===== src/rtl/frog_light_if.sv =====
`default_nettype none
// ============================================================================
// Module      : frog_light_if
// Description : Signal bundle for one frog-grid cell. Carries the move
//               requests, the game-over flag, the four neighbour lightOn
//               inputs and this cell's own lightOn output.
//               master : grid/controller side (drives requests and neighbours)
//               slave  : cell side (consumes requests, drives lightOn)
// Revision    : 1.0 - initial release
// ============================================================================
interface frog_light_if;
    logic lost;     // game over: clears the frog
    logic L;        // move-left pulse
    logic R;        // move-right pulse
    logic U;        // move-up pulse
    logic D;        // move-down pulse
    logic NL;       // left neighbour lightOn (next higher column)
    logic NR;       // right neighbour lightOn (next lower column)
    logic NU;       // upper neighbour lightOn (next lower row)
    logic ND;       // lower neighbour lightOn (next higher row)
    logic lightOn;  // this cell's registered occupancy

    modport master (
        output lost, L, R, U, D, NL, NR, NU, ND,
        input  lightOn
    );

    modport slave (
        input  lost, L, R, U, D, NL, NR, NU, ND,
        output lightOn
    );
endinterface
`default_nettype wire


===== src/rtl/frog_light.sv =====
`default_nettype none
// ============================================================================
// Module      : frog_light
// Description : One cell of the 16x16 frog-position LED grid. A single flop
//               records whether the frog sits on this pixel. The frog enters
//               when exactly one move request is active and the neighbour on
//               the opposite side of the move is lit; it leaves on any valid
//               move that does not bring it in. lost clears the cell.
//               With START_CELL=1 the cell comes out of reset lit.
// Ports       : Clock   - system clock, rising edge
//               reset   - asynchronous, active-high reset
//               bus     - frog_light_if.slave (lost, L/R/U/D requests,
//                         NL/NR/NU/ND neighbours, lightOn output)
// Revision    : 1.0 - initial release
// ============================================================================
module frog_light #(
    parameter bit START_CELL = 1'b0
) (
    input  wire logic    Clock,
    input  wire logic    reset,
    frog_light_if.slave  bus
);

    localparam logic [0:0] ST_OFF = 1'b0;
    localparam logic [0:0] ST_ON  = 1'b1;
    localparam logic [0:0] c_RST_STATE = START_CELL ? ST_ON : ST_OFF;

    logic [0:0] state_q;
    logic [0:0] state_d;

    logic [3:0] w_reqs;
    logic       w_move;
    logic       w_enter;

    assign w_reqs = {bus.L, bus.R, bus.U, bus.D};

    // Exactly one request: non-zero and clearing the lowest set bit leaves
    // nothing. Simultaneous presses are ignored so the frog never splits.
    assign w_move = (w_reqs != 4'd0) && ((w_reqs & (w_reqs - 4'd1)) == 4'd0);

    // The frog arrives from the side opposite to the direction of travel.
    assign w_enter = (bus.L & bus.NR) | (bus.R & bus.NL) |
                     (bus.U & bus.ND) | (bus.D & bus.NU);

    always_comb begin
        state_d = state_q;
        if (bus.lost) begin
            state_d = ST_OFF;
        end else if (w_move) begin
            // A valid move either brings the frog in or takes it away;
            // moving off the grid edge therefore just extinguishes it.
            state_d = w_enter ? ST_ON : ST_OFF;
        end
    end

    always_ff @(posedge Clock or posedge reset) begin
        if (reset) begin
            state_q <= c_RST_STATE;
        end else begin
            state_q <= state_d;
        end
    end

    assign bus.lightOn = (state_q == ST_ON);

endmodule
`default_nettype wire


===== src/flat_wrapper.sv =====
// flat-port wrapper written by rule: the top's interface ports become plain ports
module frog_light_flat 
#(
    parameter bit START_CELL = 1'b0
)
  (Clock, reset, bus_lost, bus_L, bus_R, bus_U, bus_D, bus_NL, bus_NR, bus_NU, bus_ND, bus_lightOn);
  frog_light_if bus_i ();
  input  wire logic Clock;
  input  wire logic reset;
  input wire logic [$bits(bus_i.lost)-1:0] bus_lost;
  input wire logic [$bits(bus_i.L)-1:0] bus_L;
  input wire logic [$bits(bus_i.R)-1:0] bus_R;
  input wire logic [$bits(bus_i.U)-1:0] bus_U;
  input wire logic [$bits(bus_i.D)-1:0] bus_D;
  input wire logic [$bits(bus_i.NL)-1:0] bus_NL;
  input wire logic [$bits(bus_i.NR)-1:0] bus_NR;
  input wire logic [$bits(bus_i.NU)-1:0] bus_NU;
  input wire logic [$bits(bus_i.ND)-1:0] bus_ND;
  output wire logic [$bits(bus_i.lightOn)-1:0] bus_lightOn;
  assign bus_i.lost = bus_lost;
  assign bus_i.L = bus_L;
  assign bus_i.R = bus_R;
  assign bus_i.U = bus_U;
  assign bus_i.D = bus_D;
  assign bus_i.NL = bus_NL;
  assign bus_i.NR = bus_NR;
  assign bus_i.NU = bus_NU;
  assign bus_i.ND = bus_ND;
  assign bus_lightOn = bus_i.lightOn;
  frog_light #(.START_CELL(START_CELL)) u_core (.Clock(Clock), .reset(reset), .bus(bus_i));
endmodule

===== config.mk =====
export PLATFORM = sky130hd
export DESIGN_NAME = frog_light_flat
export DESIGN_NICKNAME = d
export VERILOG_FILES = /design/src/rtl/frog_light_if.sv /design/src/rtl/frog_light.sv /design/src/flat_wrapper.sv
export SDC_FILE = /design/constraint.sdc
export NUM_CORES = 1
export LEC_CHECK = 0
export CORE_AREA = 4 4 41 43
export CTS_BUF_LIST = sky130_fd_sc_hd__clkbuf_2
export DETAILED_ROUTE_END_ITERATION = 10
export DIE_AREA = 0 0 45 47
export SYNTH_ARGS = -nofsm -noshare
export SYNTH_HDL_FRONTEND = slang
export SYNTH_SLANG_ARGS = --single-unit

===== constraint.sdc =====
create_clock -name Clock -period 1 [get_ports Clock]
set_input_delay 0.15 -clock Clock [delete_from_list [all_inputs] [get_ports Clock]]
set_output_delay 0.15 -clock Clock [all_outputs]
set_load 0.01 [all_outputs]

# Word-level counts from Yosys, hierarchy flattened
# Index checks and enable logic that the tools add are counted.
[totals]
ff_bits = 1
input_bits = 11
out_inout_bits = 1
elab_cells = 17
[op_classes]
add_sub_neg = 1
muxes = 3
bitwise = 8
reduce_logical = 4
[op_table]
columns = ["cell", "count"]
rows = [
  ["$and 1x1->1", 4],
  ["$and 4x4->4", 1],
  ["$logic_not 4->1", 1],
  ["$reduce_bool 4->1", 1],
  ["$sub 4x1->4 const B", 1],
  ["$mux 1", 3],
  ["$or 1x1->1", 3],
  ["$reduce_bool 2->1", 1],
  ["$logic_and 1x1->1", 1],
]

# Logic depth before layout (Yosys ltp)
[depth]
word_depth = 7
mapped_depth = 3
ltp_nobuf = 3

# Worst setup path before layout
# No wires, ideal clock.
[synth_path]
path_type = "input-to-reg"
startpoint = "in bus_R"
endpoint = "reg u_core.state_q, in the netlist u_core.bus.lightOn"
setup_time_ns = 0.128
arrival_time_ns = 0.824
t_required_ns = 0.872
setup_slack_ns = 0.049
path_stages = 3
path_cell_list = "xor2_1 -> a211oi_1 -> mux2_1"
[synth_via]
elab_chain_len = 7
word_cells_on_any_way = 13
[synth_lines]
columns = ["item", "line_no", "text"]
rows = [
  ["from (decl)", "flat_wrapper.sv:12", "input wire logic [$bits(bus_i.R)-1:0] bus_R;"],
  ["parallel branches: the longest is 7 deep, another holds $sub 4x1->4", "-", ""],
  ["to (signal assigned)", "frog_light.sv:58", "state_q <= c_RST_STATE;"],
  ["to (signal assigned)", "frog_light.sv:60", "state_q <= state_d;"],
  ["to (decl)", "frog_light.sv:28", "logic [0:0] state_q;"],
]
# Several ways; the timed one is not identified. The select of a mux whose other input is x is not followed.
# A chain may end at the register's enable or synchronous reset.

# Worst setup path after layout
# Same ends and word-level chain as after synthesis.

==> results.md <==
- Gr usage total: 0.04177
- Vias in the first global route: 154
- RSZ-0062 raised after global routing: true
- ANT nets after route: 0
- Core ar.: 1301 um2
- Setup TNS: -111.6 ps
- Final hold violation count: 0
- CP peak stage delay: 320 ps
- Pwr Density: 500.9 nW/um2
- IO Count: 12
- Drt first pass iters: 2
- Worst-path cell chain: buf_12 -> xor2_2 -> a211oi_2 -> mux2_4
- CP required: 870 ps
- Worst r2r src: u_core.bus.lightOn
- Routed via count: 149
- Vert. Die Dim: 47 um
- Leak: 0.1182 nW
- Routed vias/inst: 3.821
- Hold_buf cts: 0
- Clock latency on the worst-skew pair: 0 ps
- Status: finished with violations
- Crit path kind: input port to register
- # rows: 13
- Final Critical Period: 1112 ps
- GRT busiest layer: met1
- Critical path arrival: 990 ps
- Final setup fails: 1
- Slew HR: 0.8359
- Commonest non-fill, non-tap cells in the layout: 5 x dlygate4sd2_1, 2 x nor4b_2, 2 x buf_4, 2 x clkdlybuf4s50_1
- Failing checks: setup timing
- # DRC: 0
- Die Area: 2115 um2
- Crit-path max FO: 4
- Post-layout total power: 0.1379 mW
- # nets final: 37
- Die W: 45 um
- Register-to-Register Path Depth: 2
- Synth Instances: 12
- Slew @ Worst Pin: 245.5 ps
- Routed length per instance: 10.08 um
- First-pass GRT wire length: 662 um
- Share of layout cells above drive strength 1: 0.4583
- Slew Viols, Final: 0
- Synthesized flop and latch total: 1
- CP Launch Type: input port
- P&R area growth vs syn: 165.1%
- RR Endpoint: u_core.bus.lightOn
- Mapped Area: 103.9 um2
- Ant diodes: 0
- Largest register FFs: 1
- Starting DRC count in detailed routing: 2
- Detailed Route WL: 393 um
- Critical path's slowest cell: mux2_4
- Initial Utilization: 0.07981
- Met2 global-route usage: 0.05932
- Initial antenna violation count: 0
- Hold Path Class: input port to async pin
- Final Skew: 0 ps
- Sequential fraction of the synthesis area: 0.2410
- Post-synthesis cell type count: 10
- FMAX: 899.6 MHz
- Commonest non-fill, non-tap cell in the layout: dlygate4sd2_1
- Congestion Overflow GR: 0
- Gpl congestion: 0.6471
- Largest net degree at the start of global routing: 5
- M1 GR Usage: 0.06321
- R2r setup slk: 150 ps
- YS warnings: 0
- Met3 Use GR: 0.01533
- Period utilization: 1.112
- Clock-pin transition on the worst setup and hold timing paths: 0 ps
- CP Capture Type: register
- Worst VDD drop: 0.1689 mV
- Average size of a mapped cell: 8.654 um2
- Max-cap check violation count: 0
- Fin Hold WS: 295.5 ps
- Syn_nets: 23
- # port buffers: 11
- Setup ws final: -111.6 ps
-- what timing repair did --
action / CTS / global route
setup buffers: 0 / 1
pin swaps: 6 / 2
resized for setup: 31 / 4
setup endpoints to repair: 2 / 1
gates cloned: 0 / 0
-- cell families after synthesis --
family	synth area share
simple gates	0.2651
flops	0.2409
xor+xnor	0.08435
compound gates	0.2650
mux	0.1084
buf+inv	0.03611
-- area by class of cell --
class,count,area (um2)
Tap cell,15,18.77
Sequential cell,1,25.02
Fill cell,155,1026
Multi-Input combinational cell,10,108.9
Timing Repair Buffer,12,118.9
Inverter,1,3.754
-- critical path: cells and delay by family --
| kind | cells | cell delay, ps |
|---|---|---|
| buf+inv | 1 | 110 |
| mux | 1 | 320 |
| compound gates | 1 | 250 |
| xor+xnor | 1 | 160 |
-- worst max path at each step --
stage	start	end	cells past startpoint
finish	bus_R	u_core.bus.lightOn	4
global placement	bus_R	u_core.bus.lightOn	4
global route	bus_R	u_core.bus.lightOn	4
detailed placement	bus_R	u_core.bus.lightOn	4
CTS	bus_L	u_core.bus.lightOn	4
floorplan	bus_R	u_core.bus.lightOn	3
-- power by group --
part / switching (mW) / internal, mW
logic: 0.0322 / 0.0594
clock network: 0 / 0
registers: 0.00156 / 0.0447
-- cell usage after synthesis --
| cell type | count | area [um2] |
|---|---|---|
| nor2_1 | 1 | 3.750 |
| mux2_1 | 1 | 11.26 |
| a211oi_1 | 1 | 7.510 |
| a21oi_1 | 1 | 5.000 |
| dfrtp_1 | 1 | 25.02 |
| a22oi_1 | 2 | 15.01 |
| xor2_1 | 1 | 8.760 |
| nor2b_1 | 1 | 6.260 |
| inv_1 | 1 | 3.750 |
| nor4b_1 | 2 | 17.52 |
-- routing by layer --
layer  up-vias  part of all wire
met2        12              0.37
met4         0                 0
met5         -                 0
met3         0              0.19
met1        66              0.44
li1         71                 -
-- per-stage QoR --
step | area, um2 | worst slack (ps) | utilization | std cells
global route | 275.3 | -163.0 | 0.2115 | 39
detailed placement | 232.7 | -555.2 | 0.1788 | 38
floorplan | 103.9 | 48.60 | - | 12
finish | 275.3 | -111.6 | 0.2115 | 39
CTS | 249.0 | -124.1 | 0.1913 | 38
global placement | 232.7 | -545.5 | 0.1788 | 38
Note: power is estimated with default switching activity, not from simulation.
